<file path="config.mk">
export PLATFORM = sky130hd
export DESIGN_NAME = modn_sync_counter
export DESIGN_NICKNAME = d
export VERILOG_FILES = /design/src/rtl/modn_sync_counter.sv
export SDC_FILE = /design/constraint.sdc
export NUM_CORES = 1
export LEC_CHECK = 0
export BUFFER_PORTS_ARGS = -buffer_cell sky130_fd_sc_hd__buf_2
export CAP_MARGIN = 30
export CORE_AREA = 2 2 39 41
export CTS_CLUSTER_DIAMETER = 50
export DETAILED_ROUTE_END_ITERATION = 16
export DIE_AREA = 0 0 41 43
export PLACE_DENSITY = 0.57
export SLEW_MARGIN = 20
export SYNTH_ARGS = -nofsm -noshare
export SYNTH_HDL_FRONTEND = slang
export SYNTH_SLANG_ARGS = --single-unit
</file>
<file path="constraint.sdc">
create_clock -name clk -period 1.1 [get_ports clk]
set_clock_uncertainty 0.05 [all_clocks]
set_input_delay 0.055 -clock clk [delete_from_list [all_inputs] [get_ports clk]]
set_output_delay 0.055 -clock clk [all_outputs]
set_load 0.01 [all_outputs]
</file>
<file path="src/rtl/modn_sync_counter.sv">
// Fully synchronous modulo-MODULUS counter with enable, parallel load and cascade flags.
// Optional feature macro: MODN_CNT_UPDOWN_EN adds the dir input for up/down counting.
module modn_sync_counter #(
    parameter int unsigned MODULUS   = 10,
    parameter int unsigned WIDTH     = 4,
    parameter int unsigned RESET_VAL = 0
) (
    input  logic             clk,
    input  logic             rst,
    input  logic             en,
    input  logic             load,
    input  logic [WIDTH-1:0] load_val,
`ifdef MODN_CNT_UPDOWN_EN
    input  logic             dir,
`endif
    output logic [WIDTH-1:0] cnt,
    output logic             tc,
    output logic             wrap,
    output logic             load_err
);

    // Limits held one bit wider so MODULUS == 2**WIDTH is representable.
    localparam logic [WIDTH:0]   MOD_X  = (WIDTH+1)'(MODULUS);
    localparam logic [WIDTH:0]   LAST_X = (WIDTH+1)'(MODULUS - 1);
    localparam logic [WIDTH-1:0] RST_V  = WIDTH'(RESET_VAL);

    if (MODULUS < 2) begin : g_err_mod_small
        $error("modn_sync_counter: MODULUS must be at least 2");
    end
    if (64'(MODULUS) > (64'(1) << WIDTH)) begin : g_err_mod_wide
        $error("modn_sync_counter: 2**WIDTH must be >= MODULUS");
    end
    if (RESET_VAL >= MODULUS) begin : g_err_rst_val
        $error("modn_sync_counter: RESET_VAL must be below MODULUS");
    end

    logic [WIDTH-1:0] cnt_q, cnt_d;
    logic             wrap_q, wrap_d;
    logic             load_err_q, load_err_d;

    logic [WIDTH:0]   cnt_x;
    logic [WIDTH:0]   load_x;
    logic [WIDTH:0]   inc_x;
    logic [WIDTH:0]   dec_x;
    logic [WIDTH:0]   term_x;
    logic             count_up;
    logic             at_last;
    logic             at_zero;

`ifdef MODN_CNT_UPDOWN_EN
    assign count_up = dir;
`else
    assign count_up = 1'b1;
`endif

    assign cnt_x   = {1'b0, cnt_q};
    assign load_x  = {1'b0, load_val};
    assign inc_x   = cnt_x + (WIDTH+1)'(1);
    assign dec_x   = cnt_x - (WIDTH+1)'(1);
    assign at_last = (cnt_x == LAST_X);
    assign at_zero = (cnt_q == '0);
    assign term_x  = count_up ? LAST_X : '0;

    always_comb begin
        cnt_d      = cnt_q;
        wrap_d     = 1'b0;
        load_err_d = 1'b0;
        if (load) begin
            // Out-of-range loads are clamped to 0 so cnt never leaves the legal range.
            if (load_x >= MOD_X) begin
                cnt_d      = '0;
                load_err_d = 1'b1;
            end else begin
                cnt_d = load_val;
            end
        end else if (en) begin
            if (count_up) begin
                if (at_last) begin
                    cnt_d  = '0;
                    wrap_d = 1'b1;
                end else begin
                    cnt_d = inc_x[WIDTH-1:0];
                end
            end else begin
                if (at_zero) begin
                    cnt_d  = LAST_X[WIDTH-1:0];
                    wrap_d = 1'b1;
                end else begin
                    cnt_d = dec_x[WIDTH-1:0];
                end
            end
        end
    end

    always_ff @(posedge clk) begin
        if (rst) begin
            cnt_q      <= RST_V;
            wrap_q     <= 1'b0;
            load_err_q <= 1'b0;
        end else begin
            cnt_q      <= cnt_d;
            wrap_q     <= wrap_d;
            load_err_q <= load_err_d;
        end
    end

    // tc is the cascade enable for the next stage, so it must not wait a cycle.
    assign tc       = en && (cnt_x == term_x);
    assign cnt      = cnt_q;
    assign wrap     = wrap_q;
    assign load_err = load_err_q;

endmodule

</file>
==> results of run 1 <==
through the flow:
step	power, mW	TNS (ns)
global route	0.636	-0.339
finish	0.591	-0.135
floorplan	0.297	-0.106
CTS	0.596	-0.147
global placement	0.356	-0.0497
detailed placement	0.356	-0.0613
per-layer routing:
metal | global-route usage (%) | wire length (um) | vias up
met2 | 15.6 | 386 | 12
met1 | 10.6 | 325 | 149
met4 | 4.00 | 0 | 0
met5 | 0 | 0 | -
li1 | - | - | 174
met3 | 7.85 | 74 | 0
layout make-up:
class,count,area [um2]
clock buffer,4,26.3
fill,149,870
inverter,1,3.75
multi-input combinational,26,194
sequential,6,128
tap,16,20.0
timing repair buffer,23,143
critical path, delay by kind of cell, from the launching register on:
kind / cells / cell delay [ns]
and+or+nand+nor: 2 / 0.49
DFF: 1 / 0.34
AOI/OAI and AO/OA: 1 / 0.20
report_power, final:
group / internal (mW) / switching, mW
logic: 0.0712 / 0.0540
clock network: 0.138 / 0.0839
registers: 0.231 / 0.0127
worst paths after layout:
kind | startpoint | end | slack [ns] | depth (start not counted)
setup / recovery | cnt[2] | cnt[1] | -0.07 | 3
hold / removal | load_val[0] | cnt[0] | 0.07 | 3
setup reg to reg | cnt[2] | cnt[1] | -0.07 | 3
hold reg to reg | cnt[3] | cnt[3] | 0.51 | 2
cell families after synthesis:
kind of cell / after synthesis / synth area share [%]
AND/OR/NAND/NOR: 13 / 28.9
AO/OA/AOI/OAI: 11 / 24.4
flip-flops: 6 / 39.7
XOR/XNOR: 2 / 5.79
buffers and inverters: 1 / 1.24
state kept, by name, summed over array words and instances, names as in the netlist:
| register | cells |
|---|---|
| cnt | 4 |
| load_err | 1 |
| wrap | 1 |
what timing repair did:
action | in CTS | in global routing
hold buffers | 2 | 0
resized for setup | 2 | 2
buffers inserted | 1 | 1
hold endpoints to repair | 4 | 0
pin swaps | 0 | 1
setup endpoints to repair | 3 | 4
synthesized netlist by cell type:
cell and count:
a211oi_1 1, a21o_1 1, a21oi_1 4, a221oi_2 1, a311oi_1 1, and2b_2 1
and4b_2 1, dfxtp_1 6, inv_1 1, nand2_2 1, nand2b_1 2, nand3_1 1
nor2_1 1, nor2b_1 1, nor3_1 2, nor3b_1 1, o21ai_0 3, or2b_1 1
or3b_1 1, xnor2_1 1, xor2_1 1
==> results.sh, run 1 <==
export IMPL_outcome="complete, but fails checks"
export IMPL_violations="negative setup slack"
export IMPL_gr_total_overflow=0
export IMPL_dp_slack_ns=-0.0613
export IMPL_clock_root_buffer="clkbuf_4"
export IMPL_core_area_um2=1380
export IMPL_antenna_found_initial=0
export IMPL_slew_headroom_pct=85.2
export IMPL_path_cells="nand2b_4, or3b_4, a221oi_2"
export IMPL_syn_area_per_cell_um2=9.18
export IMPL_hold_slack_ns=0.0712
export IMPL_grt_pass1_wl_um=1190
export IMPL_final_common_cell="buf_2"
export IMPL_viasPerCell=4.41
export IMPL_port_buffers=14
export IMPL_end_kind="register"
export IMPL_synth_seq_area_share_pct=39.7
export IMPL_dieArea_um2=1760
export IMPL_cts_max_level=1
export IMPL_synth_area_um2=303
export IMPL_clk_pin_slew_ns=0.05
export IMPL_die_h_um=43
export IMPL_synth_top_cell_area_share_pct=39.7
export IMPL_final_util_pct=37.2
export IMPL_cp_required_ns=1.20
export IMPL_drv_cap=0
export IMPL_cp_arrival_ns=1.28
export IMPL_min_path_type="input pin to register"
export IMPL_nNetsFinal=69
export IMPL_cts_made_buffers=3
export IMPL_path_max_fanout=2
export IMPL_drc_errors=0
export IMPL_grt_pass1_vias=311
export IMPL_final_cell_mix="buf_2, buf_4, a21oi_1"
export IMPL_p_leak_nw=0.236
export IMPL_yosys_top_cells_area="dfxtp_1, a21oi_1, o21ai_0"
export IMPL_timing_final_crit_share_pct=107
export IMPL_synthesis_instances=33
export IMPL_clk_path_buf_depth=2
export IMPL_place_area_um2=444
export IMPL_drt_total_wl_um=786
export IMPL_first_iter_violations=5
export IMPL_drive_gt1_share_pct=60.0
export IMPL_yosysUniqueCellTypes=21
export IMPL_dr_pass1_iters=3
export IMPL_antenna_cells=0
export IMPL_num_rows=14
export IMPL_hpwlAfterDp_um=599
export IMPL_area_delta_synth_final_pct=69.8
export IMPL_die_x_um=41
export IMPL_final_cells=76
export IMPL_start_util_pct=21.9
export IMPL_grt_use_total_pct=10.4
export IMPL_clk_latency_ns=0.25
export IMPL_fmax_ghz=0.853
export IMPL_finalHoldViolCount=0
export IMPL_clock_sinks=6
export IMPL_power_density_nw_per_um2=1150
export IMPL_wire_per_inst_um=10.3
export IMPL_vias=335
export IMPL_start_kind="register"
export IMPL_stdcell_area_um2=514
export IMPL_rsz0062_at_grt="true"
export IMPL_synth_nets=41
export IMPL_io_pins=15
export IMPL_finalSetupViolCount=2
export IMPL_dp_cells=68
export IMPL_place_congestion=0.755
export IMPL_yosys_warnings=0
export IMPL_critPathKind="register to register"
export IMPL_slowest_stage="or3b_4"
export IMPL_cts_tree="built"
export IMPL_slew_viol_final=0
export IMPL_layout_setup_ws_ns=-0.0723
export IMPL_slowest_delay_ns=0.37
export IMPL_irDropWorstVdd_uv=558
export IMPL_ys_seq_elements=6
export IMPL_min_period_ns=1.17
export IMPL_worst_pin_slew_ns=0.220
export IMPL_detail_route_antenna_nets=0
export IMPL_synth_top_area_cell="dfxtp_1"
export IMPL_grt_max_degree=8
No activity file was read; power rests on OpenSTA's default activity.
==> run 2: changes to the inputs <==
- CORE_AREA: 2 2 39 41 -> 5 5 42 44
- DIE_AREA: 0 0 41 43 -> 0 0 47 49
==> results.sh, run 2 (synthesis gave the netlist of run 1 again) <==
export IMPL_clockPowerShare_pct=38.5
export IMPL_grt_pass1_vias=336
export IMPL_wire_per_inst_um=11.9
export IMPL_slew_headroom_pct=84.9
export IMPL_slew_viol_final=0
export IMPL_dp_cells=68
export IMPL_num_rows=14
export IMPL_clock_root_buffer="clkbuf_4"
export IMPL_worst_pin_slew_ns=0.224
export IMPL_final_cell_mix="buf_2, buf_4, a21oi_1"
export IMPL_clock_sinks=6
export IMPL_cts_made_buffers=3
export IMPL_core_area_um2=1400
export IMPL_p_seq_share_pct=40.8
export IMPL_hp_start="load_val[3]"
export IMPL_fmax_ghz=0.844
export IMPL_grt_use_total_pct=8.52
export IMPL_path_max_fanout=2
export IMPL_die_x_um=47
export IMPL_largest_reg_flops=4
export IMPL_intPower_mw=0.436
export IMPL_grt_pass1_wl_um=1430
export IMPL_dieArea_um2=2300
export IMPL_finalSetupViolCount=3
export IMPL_cts_tree="built"
export IMPL_min_period_ns=1.19
export IMPL_p_comb_share_pct=20.8
export IMPL_drc_errors=0
export IMPL_hpwlAfterDp_um=653
export IMPL_gr_total_overflow=0
export IMPL_clk_pin_slew_ns=0.06
export IMPL_clk_latency_ns=0.25
export IMPL_switchingPower_mw=0.165
export IMPL_cts_max_level=1
export IMPL_antenna_cells=0
export IMPL_io_pins=15
export IMPL_nNetsFinal=68
export IMPL_r2r_start="cnt[2]"
export IMPL_irDropWorstVdd_uv=418
export IMPL_grt_max_degree=8
export IMPL_cp_arrival_ns=1.29
export IMPL_viasPerCell=4.57
export IMPL_finalHoldViolCount=0
export IMPL_clk_path_buf_depth=2
export IMPL_first_iter_violations=4
export IMPL_critPathKind="register to register"
export IMPL_drive_gt1_share_pct=59.3
export IMPL_antenna_found_initial=0
export IMPL_die_h_um=49
export IMPL_drt_total_wl_um=891
export IMPL_multiInputGateArea_um2=203
export IMPL_cp_required_ns=1.20
export IMPL_layout_setup_ws_ns=-0.0853
export IMPL_outcome="complete, but fails checks"
export IMPL_final_seq_area_um2=130
export IMPL_power_density_nw_per_um2=1160
export IMPL_vias=343
export IMPL_dr_pass1_iters=6
export IMPL_fill_cells=160
export IMPL_start_kind="register"
export IMPL_drv_cap=0
export IMPL_port_buffers=14
export IMPL_end_kind="register"
export IMPL_violations="negative setup slack"
export IMPL_final_cells=75
export IMPL_detail_route_antenna_nets=0
export IMPL_start_util_pct=21.6
export IMPL_crit_start="cnt[2]"
export IMPL_min_path_type="input pin to register"
export IMPL_place_congestion=0.692
export IMPL_p_leak_nw=0.234
export IMPL_final_util_pct=37.0
export IMPL_timing_final_crit_share_pct=108
export IMPL_final_common_cell="buf_2"
export IMPL_rsz0062_at_grt="true"
export IMPL_area_delta_synth_final_pct=71.1
export IMPL_sw_frac_of_total_pct=27.5
run 2: cell count changes in the layout (fill, tap and decap cells not counted), sizes merged:
cell	previous run	this run
buf	21	20
run 2: area by class of cell:
| cell class | instances | share of cell area, % |
|---|---|---|
| clock buffers | 4 | 5.07 |
| inverters | 1 | 0.725 |
| multi-input cells | 26 | 39.1 |
| flip-flops and latches | 6 | 25.1 |
| well taps | 16 | 3.86 |
| repair buffers | 22 | 26.1 |
run 2: final timing paths:
path                                to  cells past startpoint  slack, ns
worst max register to register  cnt[1]                      3      -0.09
worst min register to register  cnt[3]                      2       0.54
worst max-delay path            cnt[1]                      3      -0.09
worst min-delay path            cnt[1]                      3       0.08
run 2: power by group through the flow:
stage	clock network (mW)	registers (mW)	logic (mW)
after floorplan	0	0.254	0.0428
after global placement	0	0.248	0.108
after detailed placement	0	0.249	0.108
after CTS	0.239	0.245	0.120
after global routing	0.257	0.245	0.138
final	0.231	0.245	0.125
run 2: timing repair:
item	in CTS	in global routing
setup endpoints to repair	3	5
pin swaps	0	1
hold endpoints to repair	3	0
hold buffers	2	0
resized for setup	2	6
buffers inserted	1	0
gates cloned	0	0
run 2: routing by layer:
| layer | wire, um | vias to the layer above | GRT usage (%) |
|---|---|---|---|
| met4 | 0 | 0 | 0 |
| li1 | - | 174 | - |
| met1 | 412 | 155 | 11.0 |
| met2 | 384 | 14 | 12.7 |
| met5 | 0 | - | 0 |
| met3 | 93 | 0 | 5.54 |
run 2: through the flow:
step                setup WS [ns]  setup TNS, ns  total power, mW  instance area [um2]  hold slack (ns)
floorplan                 -0.0532         -0.106            0.297                  317           0.0638
global placement          -0.0542        -0.0542            0.356                  444            0.252
detailed placement        -0.0651        -0.0663            0.357                  444            0.249
CTS                       -0.0834         -0.189            0.604                  504           0.0701
global route               -0.156         -0.382            0.641                  518           0.0946
finish                    -0.0853         -0.188            0.601                  518           0.0848
run 2: critical path, cell delays in order, from the launching register on:
cell      delay (ns)
dfxtp_4         0.34
nand2b_4        0.13
or3b_1          0.35
a221oi_2        0.21
==> run 3: changes to the inputs <==
- SKIP_CTS_REPAIR_TIMING: not set -> 1
==> results.sh, run 3 (synthesis gave the netlist of run 1 again) <==
export IMPL_outcome="complete, but fails checks"
export IMPL_violations="negative setup slack"
export IMPL_irDropWorstVdd_uv=540
export IMPL_cp_required_ns=1.20
export IMPL_area_delta_synth_final_pct=64.5
export IMPL_grt_use_total_pct=8.25
export IMPL_place_area_um2=444
export IMPL_die_h_um=49
export IMPL_ff2ff_setup_slack_ns=-0.08
export IMPL_hold_end="cnt[3]"
export IMPL_power_mw=0.596
export IMPL_intPower_mw=0.430
export IMPL_r2r_start="cnt[2]"
export IMPL_clk_pin_slew_ns=0.06
export IMPL_hold_slack_ns=0.000959
export IMPL_sw_frac_of_total_pct=27.7
export IMPL_io_pins=15
export IMPL_switchingPower_mw=0.165
export IMPL_p_seq_share_pct=41.0
export IMPL_worst_pin_slew_ns=0.240
export IMPL_p_comb_share_pct=19.7
export IMPL_num_rows=14
export IMPL_viasPerCell=4.75
export IMPL_cts_max_level=1
export IMPL_nNetsFinal=66
export IMPL_finalSetupViolCount=2
export IMPL_detail_route_antenna_nets=0
export IMPL_slew_headroom_pct=83.8
export IMPL_slowest_stage="dfxtp_4"
export IMPL_dp_slack_ns=-0.0651
export IMPL_fmax_ghz=0.845
export IMPL_end_kind="register"
export IMPL_cts_tree="built"
export IMPL_layout_setup_ws_ns=-0.0840
export IMPL_start_kind="register"
export IMPL_clk_path_buf_depth=2
export IMPL_clk_latency_ns=0.25
export IMPL_hold_depth=2
export IMPL_drive_gt1_share_pct=63.2
export IMPL_core_area_um2=1400
export IMPL_slowest_delay_ns=0.35
export IMPL_dp_cells=68
export IMPL_clock_sinks=6
export IMPL_path_max_fanout=4
export IMPL_rsz0062_at_grt="true"
export IMPL_p_leak_nw=0.225
export IMPL_first_iter_violations=5
export IMPL_port_buffers=14
export IMPL_dr_pass1_iters=4
export IMPL_grt_pass1_vias=335
export IMPL_place_congestion=0.692
export IMPL_gr_total_overflow=0
export IMPL_wire_per_inst_um=12.6
export IMPL_antenna_found_initial=0
export IMPL_finalHoldViolCount=0
export IMPL_largest_reg_flops=4
export IMPL_dieArea_um2=2300
export IMPL_final_cell_mix="buf_2, buf_4, a21oi_1"
export IMPL_vias=347
export IMPL_drc_errors=0
export IMPL_fill_cells=160
export IMPL_stdcell_area_um2=498
export IMPL_hpwlAfterDp_um=653
export IMPL_start_util_pct=21.6
export IMPL_worstRegToRegCells=3
export IMPL_final_common_cell="buf_2"
export IMPL_final_cells=73
export IMPL_min_period_ns=1.18
export IMPL_min_path_type="input pin to register"
export IMPL_cp_arrival_ns=1.29
export IMPL_timing_final_crit_share_pct=108
export IMPL_grt_max_degree=8
export IMPL_critPathKind="register to register"
export IMPL_clockPowerShare_pct=39.3
export IMPL_antenna_cells=0
export IMPL_slew_viol_final=0
export IMPL_drv_cap=0
export IMPL_power_density_nw_per_um2=1200
export IMPL_cts_made_buffers=3
export IMPL_hp_start="rst"
export IMPL_clock_root_buffer="clkbuf_4"
export IMPL_drt_total_wl_um=918
export IMPL_die_x_um=47
export IMPL_path_cells="nand2b_4, or3b_1, a221oi_2"
export IMPL_r2r_end="cnt[1]"
export IMPL_grt_pass1_wl_um=1390
-- run 3: worst max-delay path by stage --
stage / start / endpoint / slack, ns / cells after the start
global placement: cnt[2] / cnt[1] / -0.05 / 3
CTS: cnt[0] / tc / -0.15 / 4
detailed placement: cnt[2] / cnt[1] / -0.07 / 3
floorplan: cnt[3] / wrap / -0.05 / 3
global route: cnt[2] / cnt[1] / -0.16 / 3
finish: cnt[2] / cnt[1] / -0.08 / 3
-- run 3: worst max-delay path, delay by kind of cell (launching register included) --
kind | cells | cell delay, ns
DFF | 1 | 0.35
and+or+nand+nor | 2 | 0.47
AOI/OAI and AO/OA | 1 | 0.21
-- run 3: stage by stage --
stage	TNS, ns	utilization [%]
final	-0.163	35.5
after global routing	-0.349	35.5
after CTS	-0.269	33.6
after detailed placement	-0.0663	31.7
after global placement	-0.0542	31.7
after floorplan	-0.106	-
-- run 3: layer usage --
metal | track usage, % | vias up | wire [um]
li1 | - | 171 | -
met3 | 5.54 | 0 | 116
met5 | 0 | - | 0
met4 | 0 | 0 | 0
met1 | 10.6 | 161 | 398
met2 | 12.2 | 15 | 404
-- run 3: area by class of cell --
class | count | area (um2) | area share [%]
timing repair buffer | 20 | 115 | 23.1
tap | 16 | 20.0 | 4.02
multi-input combinational | 26 | 203 | 40.7
clock buffer | 4 | 26.3 | 5.28
sequential | 6 | 130 | 26.1
inverter | 1 | 3.75 | 0.754
-- run 3: power by group through the flow --
stage	Clock, mW	Combinational (mW)	Sequential, mW
floorplan	0	0.0428	0.254
global placement	0	0.108	0.248
detailed placement	0	0.108	0.249
CTS	0.239	0.109	0.245
global route	0.254	0.130	0.245
finish	0.234	0.117	0.244
